[src/rtl/fuzz_stim_sequencer.sv]
// Fuzz-harness stimulus sequencer: regenerates the LCG word stream, packs it into in_flat,
// holds each vector for HOLD_CYC clocks and folds every sampled out_flat into a 32-bit MISR.
module fuzz_stim_sequencer #(
    parameter int unsigned IN_W      = 136,
    parameter int unsigned OUT_W     = 159,
    parameter int unsigned CNT_W     = 32,
    parameter int unsigned HOLD_CYC  = 1,
    parameter logic [31:0] MISR_POLY = 32'h04C1_1DB7
) (
    input  logic             clk,
    input  logic             rst_n,
    input  logic             start,
    input  logic             abort,
    input  logic [31:0]      seed,
    input  logic [CNT_W-1:0] cycles,
    input  logic [OUT_W-1:0] out_flat,
    output logic [IN_W-1:0]  in_flat,
    output logic             busy,
    output logic             done,
    output logic [CNT_W-1:0] vec_cnt,
    output logic [31:0]      sig
);

    localparam int unsigned WORDS     = (IN_W + 31) / 32;
    localparam int unsigned OUT_WORDS = (OUT_W + 31) / 32;
    localparam int unsigned OPAD_W    = OUT_WORDS * 32;
    localparam int unsigned WORD_W    = (WORDS > 1) ? $clog2(WORDS) : 1;
    localparam int unsigned HOLD_W    = (HOLD_CYC > 1) ? $clog2(HOLD_CYC) : 1;
    localparam logic [31:0] LCG_A     = 32'h41C6_4E6D;
    localparam logic [31:0] LCG_C     = 32'h0000_3039;

    typedef enum logic [1:0] {S_IDLE, S_FILL, S_HOLD, S_DONE} state_t;

    state_t                     r_state;
    state_t                     w_next;
    logic                       w_launch;
    logic                       w_fill;
    logic                       w_load;
    logic                       w_sig_en;

    logic [31:0]                r_lcg;
    logic [CNT_W-1:0]           r_cycles;
    logic [WORD_W-1:0]          r_word;
    logic [HOLD_W-1:0]          r_hold;
    logic [WORDS-1:0][31:0]     r_shadow;
    logic [IN_W-1:0]            r_in_flat;
    logic [CNT_W-1:0]           r_vec_cnt;
    logic [31:0]                r_sig;
    logic                       r_busy;
    logic                       r_done;

    logic [31:0]                w_lcg_next;
    logic [WORDS-1:0][31:0]     w_shadow_full;
    logic [OPAD_W-1:0]          w_out_pad;
    logic [31:0]                w_fold;
    logic [31:0]                w_sig_next;

    assign w_lcg_next = r_lcg * LCG_A + LCG_C;

    // Shadow image with the word being generated this cycle already merged in
    always_comb begin
        w_shadow_full         = r_shadow;
        w_shadow_full[r_word] = w_lcg_next;
    end

    always_comb begin
        w_out_pad = OPAD_W'(out_flat);
        w_fold    = '0;
        for (int unsigned k = 0; k < OUT_WORDS; k++) begin
            w_fold = w_fold ^ w_out_pad[32*k +: 32];
        end
    end

    assign w_sig_next = {r_sig[30:0], 1'b0} ^ (r_sig[31] ? MISR_POLY : 32'h0) ^ w_fold;

    always_ff @(posedge clk or negedge rst_n) begin
        if (!rst_n) r_state <= S_IDLE;
        else        r_state <= w_next;
    end

    always_comb begin
        w_next   = r_state;
        w_launch = 1'b0;
        w_fill   = 1'b0;
        w_load   = 1'b0;
        w_sig_en = 1'b0;
        case (r_state)
            S_IDLE: begin
                if (start) begin
                    w_launch = 1'b1;
                    w_next   = (cycles == '0) ? S_DONE : S_FILL;
                end
            end
            S_FILL: begin
                w_fill = 1'b1;
                if (r_word == WORD_W'(WORDS - 1)) begin
                    w_load = 1'b1;
                    w_next = S_HOLD;
                end
            end
            S_HOLD: begin
                if (r_hold == HOLD_W'(HOLD_CYC - 1)) begin
                    w_sig_en = 1'b1;
                    w_next   = (r_vec_cnt == r_cycles) ? S_DONE : S_FILL;
                end
            end
            S_DONE:  w_next = S_IDLE;
            default: w_next = S_IDLE;
        endcase
        // Abort dominates everything, including a simultaneous start
        if (abort) begin
            w_next   = S_IDLE;
            w_launch = 1'b0;
            w_fill   = 1'b0;
            w_load   = 1'b0;
            w_sig_en = 1'b0;
        end
    end

    always_ff @(posedge clk or negedge rst_n) begin
        if (!rst_n) begin
            r_lcg     <= '0;
            r_cycles  <= '0;
            r_word    <= '0;
            r_hold    <= '0;
            r_shadow  <= '0;
            r_in_flat <= '0;
            r_vec_cnt <= '0;
            r_sig     <= '0;
            r_busy    <= 1'b0;
            r_done    <= 1'b0;
        end else begin
            if (w_launch) begin
                r_lcg     <= seed;
                r_cycles  <= cycles;
                r_vec_cnt <= '0;
                r_sig     <= '0;
            end
            if (w_fill) begin
                r_lcg    <= w_lcg_next;
                r_shadow <= w_shadow_full;
            end
            if (w_load) begin
                r_in_flat <= IN_W'(w_shadow_full);
                r_vec_cnt <= r_vec_cnt + CNT_W'(1);
            end
            if (w_sig_en) r_sig <= w_sig_next;
            r_word <= (w_fill && !w_load) ? r_word + WORD_W'(1) : '0;
            r_hold <= (r_state == S_HOLD && w_next == S_HOLD) ? r_hold + HOLD_W'(1) : '0;
            r_busy <= (w_next == S_FILL) || (w_next == S_HOLD);
            r_done <= (w_next == S_DONE);
        end
    end

    assign in_flat = r_in_flat;
    assign busy    = r_busy;
    assign done    = r_done;
    assign vec_cnt = r_vec_cnt;
    assign sig     = r_sig;

endmodule

[config.mk]
export PLATFORM = sky130hd
export DESIGN_NAME = fuzz_stim_sequencer
export DESIGN_NICKNAME = d
export VERILOG_FILES = /design/src/rtl/fuzz_stim_sequencer.sv
export SDC_FILE = /design/constraint.sdc
export NUM_CORES = 1
export LEC_CHECK = 0
export CORE_ASPECT_RATIO = 0.5
export CORE_MARGIN = 2
export CORE_UTILIZATION = 37
export DETAILED_ROUTE_END_ITERATION = 16
export GPL_ROUTABILITY_DRIVEN = 0
export SYNTH_ARGS = -nofsm -noshare
export SYNTH_HDL_FRONTEND = slang
export SYNTH_SLANG_ARGS = --single-unit
[constraint.sdc]
create_clock -name clk -period 5.9 [get_ports clk]
set_input_delay 0.885 -clock clk [delete_from_list [all_inputs] [get_ports clk]]
set_output_delay 0.885 -clock clk [all_outputs]
set_load 0.005 [all_outputs]
==> impl_metrics.yaml, run 1 <==
clocking:
  cts_tree: "built"
  cts_hold_buf: 0
  root_buffer: "clkbuf_16"
  clk_latency_ps: 570
  h-tree-depth: 2
  path_clk_slew_ps: 70
  cts_buffers: 41
  cts.sinks: 408
  cts_max_path_buffers: 3
status:
  status: "complete, but fails checks"
  violations: "negative setup slack"
sta:
  period_share_pct: 107.8
  maxSlewHeadroom_pct: 39.69
  hold_viol_final: 0
  rsz0062_at_grt: "yes"
  finalCriticalPeriod_ps: 6359
  worst_pin_slew_ps: 904.7
  slew_violations: 0
  fin_skew_ps: 19.07
  setup_viol: 92
  timing.fmax_ghz: 0.1573
  finalWorstSetupSlack_ps: -458.9
grt:
  grt_overflow: 0
  grt_pass1_wl_mm: 140.6
  grt_usage_pct: 24.49
  antenna_found_initial: 5
  grt_pass1_vias: 22148
  grt_max_degree: 201
critical_path:
  endpoint_kind: "flip-flop"
  cp.arrival_ps: 6770
  critPathLaunch: "r_lcg[7]"
  r2r-start: "r_lcg[7]"
  cp.required_ps: 6310
  critPathKind: "reg -> reg"
  reg2reg_depth: 22
  regToRegSetupSlack_ps: -460
  cp_max_fo: 5
  r2r-end: "r_shadow[95]"
  startpoint_type: "flip-flop"
layout:
  area_growth_pct: 38.03
  antennaDiodeCount: 0
  drive_gt1_share_pct: 18.67
  stdcell_count: 4453
  layout_common_cells: "nand2_1 (512), clkdlybuf4s50_1 (427), dfrtp_1 (390), inv_1 (383), buf_4 (247)"
  fin_nets: 4076
  fillers: 6513
  layout_commonest_cell: "nand2_1"
routing:
  wl_per_cell_um: 21.20
  drt_first_iter_violations: 1443
  drc: 0
  via_count: 22234
  ant_nets: 0
  dr.pass1.iters: 7
  routed_wl_mm: 94.39
  via_per_inst: 4.993
synth:
  ys_seq_area_share_pct: 37.71
  synth_cell_types: 64
  synthArstFlopShare_pct: 100.0
  synth_top_area_cell: "dfrtp_1"
  syn_inst: 2799
  synth_edf_count: 0
  syn_avg_cell_area_sq_um: 9.674
  synth.area.top_cells: "dfrtp_1 (38%), fa_1 (14%), ha_1 (9.8%), nand2_1 (7.2%), xnor2_1 (6.4%)"
  ys_warn_count: 0
  netlist.area_leader.share_pct: 37.71
  synth-main-ff-cell: "dfrtp_1"
  synth_area_sq_mm: 0.02708
  syn_nets: 3425
  synth-seq-cells: 408
hold_path:
  hold_path_class: "in -> async"
placed_design:
  port_buffers: 428
  dp_cells: 4334
  dpl.hpwl_mm: 74.12
  pre_cts_slack_ps: -600.8
floorplan:
  core-area_sq_mm: 0.07278
  die_h_um: 195.3
  io_pins: 429
  die-area_sq_mm: 0.07549
  start_util_pct: 37.20
  die_x_um: 386.6
  rows: 70
flow_run:
  max_cap_violations: 0
metal layers:
layer	vias to the layer above	share of wire, %	wire (um)	track usage, %
li1	10269	-	-	-
met1	11337	44	41260	33.79
met2	513	49	46570	41.66
met3	115	4.4	4190	2.699
met4	0	2.5	2377	5.432
met5	-	0	0	0
worst max-delay path, stage by stage, from the launching register on:
cell and delay (ps):
dfrtp_2 490, ha_4 290, fa_2 560, inv_2 30, fa_1 460, fa_1 540
inv_2 50, ha_4 250, inv_2 30, fa_1 490, inv_2 50, fa_2 540
fa_2 460, ha_4 310, o21ai_2 60, a211o_1 330, nand3b_1 220, a21oi_2 210
nor4b_4 100, o41ai_4 340, xnor2_2 160, buf_6 150, o21ai_1 60
metrics by stage:
stage	TNS (ps)	instance area [sq um]	util, %	hold slack, ps
detailed placement	-35540	34320	47.16	454.1
finish	-22990	37370	51.35	338.9
global route	-39330	37370	51.35	362.6
global placement	-27610	34320	47.16	449.2
floorplan	-888.2	27320	-	433.1
CTS	-22760	36460	50.10	346.5
worst max-delay path by stage:
stage | cells after the start | slack (ps) | end
after global placement | 24 | -510 | r_shadow[95]
after CTS | 23 | -380 | r_shadow[95]
final | 22 | -460 | r_shadow[95]
after global routing | 28 | -630 | in_flat[59]
after detailed placement | 22 | -600 | r_shadow[31]
after floorplan | 26 | -110 | r_shadow[63]
what timing repair did:
action / 4_1_cts / 5_1_grt
setup endpoints to repair: 98 / 112
gates resized for setup: 114 / 188
pin swaps: 74 / 84
buffers inserted: 27 / 25
cell families after synthesis:
logic type / synth area share (%)
buf+inv: 7.185
compound gates: 9.903
mux: 1.622
fa+ha+maj: 23.65
simple gates: 11.19
flops: 37.71
xor+xnor: 8.747
synthesized netlist by cell type, types with 23 or more instances:
master,instances
xnor2_1,199
inv_1,406
nor2_1,81
nand3_1,33
clkbuf_1,102
mux2_2,23
o21ai_1,62
dfrtp_1,408
ha_1,211
nand2_1,516
nand4_1,27
a21oi_1,58
fa_1,188
o21ai_0,185
a22o_1,33
xor2_1,64
a22oi_1,25
sequential cells by signal, summed over array words and instances (netlist names):
signal / cells
vec_cnt: 32
r_state: 2
done: 1
busy: 1
sig: 32
r_word: 3
r_hold: 1
r_lcg: 32
in_flat: 136
r_shadow: 136
r_cycles: 32
area by class of cell:
| cell class | count | area [sq um] | area share, % |
|---|---|---|---|
| well taps | 972 | 1216 | 3.254 |
| flip-flops and latches | 408 | 10230 | 27.38 |
| clock inverters | 16 | 163.9 | 0.4386 |
| clock buffers | 58 | 1231 | 3.294 |
| repair buffers | 720 | 6729 | 18.00 |
| inverters | 406 | 1529 | 4.091 |
| multi-input cells | 1873 | 16270 | 43.54 |
Power of run 1 is left out: the tool's default activity adds up to more than one toggle a clock period on the data nets, which glitch-free logic cannot reach.
==> inputs of run 2 (changes only) <==
--- a/config.mk
+++ b/config.mk
@@ -5,6 +5,7 @@
 export SDC_FILE = /design/constraint.sdc
 export NUM_CORES = 1
 export LEC_CHECK = 0
+export ABC_AREA = 1
 export CORE_ASPECT_RATIO = 0.5
 export CORE_MARGIN = 2
 export CORE_UTILIZATION = 37
==> run 2 against run 1 <==
Effect of this change:
- the run still ends with negative setup slack left
- sequential cell count is the same
- wire length grew 3.0%
- die area grew 6.7%
- non-clock buffer count shrank 44
- critical path type unchanged
- critical endpoint is now r_lcg[25]
- largest cell class unchanged
- highest routed layer unchanged
==> impl_metrics.yaml, run 2 <==
status:
  status: "complete, but fails checks"
  violations: "negative setup slack"
synth:
  synthArstFlopShare_pct: 100.0
  ys_warn_count: 0
  synth_top_area_cell: "dfrtp_1"
  synthTopCellsByCount: "nand2_1 (837), inv_1 (550), dfrtp_1 (408), o21ai_0 (253), ha_1 (211)"
  netlist.area_leader.share_pct: 35.31
  synth_edf_count: 0
  synth_cell_types: 52
  syn_nets: 4008
  synth-seq-cells: 408
  syn_avg_cell_area_sq_um: 8.550
  syn_inst: 3382
  ys_seq_area_share_pct: 35.31
  post-synth-top-count-cell: "nand2_1"
  synth_area_sq_mm: 0.02892
  synth-main-ff-cell: "dfrtp_1"
  synth.area.top_cells: "dfrtp_1 (35%), fa_1 (13%), nand2_1 (11%), ha_1 (9.1%), inv_1 (7.1%)"
routing:
  drt_first_iter_violations: 1969
  wl_per_cell_um: 19.24
  dr.pass1.iters: 6
  via_per_inst: 4.944
  routed_wl_mm: 97.26
  via_count: 24985
  drc: 0
  ant_nets: 0
critical_path:
  startpoint_type: "flip-flop"
  cp_max_fo: 5
  cp.required_ps: 6370
  critPathKind: "reg -> reg"
  cp.arrival_ps: 6760
  path_buf_inv: 8
  endpoint_kind: "flip-flop"
  cp_top_family: "adder cells"
  critPathSlowestCell: "fa_2"
  crit_top_cell: "inv_2"
  max_stage_delay_ps: 570
grt:
  grt_pass1_wl_mm: 148.6
  grt_overflow: 0
  grt_usage_pct: 23.99
  grt_max_degree: 181
  grt_pass1_vias: 25110
  antenna_found_initial: 0
layout:
  fillers: 7125
  final_util_pct: 51.03
  area_growth_pct: 36.41
  layout_commonest_cell: "nand2_1"
  drive_gt1_share_pct: 18.74
  antennaDiodeCount: 0
  fin_nets: 4614
  layout_common_cells: "nand2_1 (791), inv_1 (498), clkdlybuf4s50_1 (427), dfrtp_1 (397), buf_4 (214)"
sta:
  maxSlewHeadroom_pct: 22.30
  hold_viol_final: 0
  rsz0062_at_grt: "yes"
  slew_violations: 0
  finalCriticalPeriod_ps: 6287
  fin_skew_ps: 30.26
  finalWorstSetupSlack_ps: -386.8
  timing.fmax_ghz: 0.1591
  period_share_pct: 106.6
  setup_viol: 160
  worst_pin_slew_ps: 1164
floorplan:
  die-area_sq_mm: 0.08054
  io_pins: 429
  core-area_sq_mm: 0.07729
  die_h_um: 201.7
  rows: 72
  start_util_pct: 37.41
  die_x_um: 399.3
clocking:
  cts_hold_buf: 0
  cts_buffers: 43
  h-tree-depth: 2
  cts_tree: "built"
  cts_max_path_buffers: 3
  clk_latency_ps: 590
  root_buffer: "clkbuf_16"
  path_clk_slew_ps: 80
  cts.sinks: 408
flow_run:
  max_cap_violations: 0
placed_design:
  dpl.hpwl_mm: 74.04
  port_buffers: 428
hold_path:
  hold_path_class: "in -> async"
[run 2: cell types whose count changed in the layout (fill, tap and decap cells not counted), moves of 35 or more]
cell	change
inv_1	+115
nand2_1	+279
nand3_1	+69
nand3_2	+50
o21ai_0	+62
o21ai_1	+39
o21ai_2	-35
or2_2	+47
xnor2_1	-49
[run 2: what timing repair did]
item                                   CTS  global route
gates resized for setup                171           315
setup endpoints to repair              179           172
endpoints found under the hold margin    0             0
buffers inserted                        13            17
pin swaps                               41           121
[run 2: logic make-up (layout without fill, tap and decap cells)]
family / after synthesis / count (layout) / synth area share [%]
flops: 408 / 408 / 35.31
compound gates: 461 / 461 / 8.949
simple gates: 1215 / 1215 / 17.85
buf+inv: 676 / 1312 / 8.866
fa+ha+maj: 399 / 399 / 22.15
xor+xnor: 212 / 212 / 6.499
mux: 11 / 11 / 0.3808
[run 2: layout make-up]
cell class                 instances  area, sq um  area share, %
sequential                       408        10220          25.92
tap                             1036         1296          3.286
multi-input combinational       2298        18050          45.77
timing repair buffer             676         6357          16.12
inverter                         561         2127          5.393
clock inverter                    19        170.2         0.4314
clock buffer                      56         1215          3.080
[run 2: routing by layer]
metal  wire length [um]  GRT usage [%]  up-vias
met2              47190          39.74      640
met1              42450          33.02    12307
met3               4255          2.494      168
li1                   -              -    11870
met4               3368          7.546        0
met5                  0              0        -
[run 2: metrics by stage]
step                      cells  hold WS [ps]  cell area, sq um  worst slack (ps)  setup TNS, ps
after floorplan            3382         421.6             28940             18.23              0
after global placement     4951         440.1             35850            -705.8         -77050
after detailed placement   4951         451.1             35850            -707.7         -78590
after CTS                  5039         210.2             38080            -363.0         -42590
after global routing       5054         234.3             39440            -613.6         -73690
final                      5054         221.3             39440            -386.8         -41840
[run 2: path summary, 6_finish.rpt]
check,end,slack (ps),depth (start not counted),startpoint
worst max-delay path,r_lcg[25],-390,27,r_lcg[17]
worst min-delay path,r_shadow[89],220,1,rst_n
worst max register to register,r_lcg[25],-390,27,r_lcg[17]
worst min register to register,r_hold,460,1,r_hold
max in group asynchronous,r_lcg[6],4220,2,rst_n
min in group clk,r_hold,460,1,r_hold
Power of run 2 is left out for the same reason.
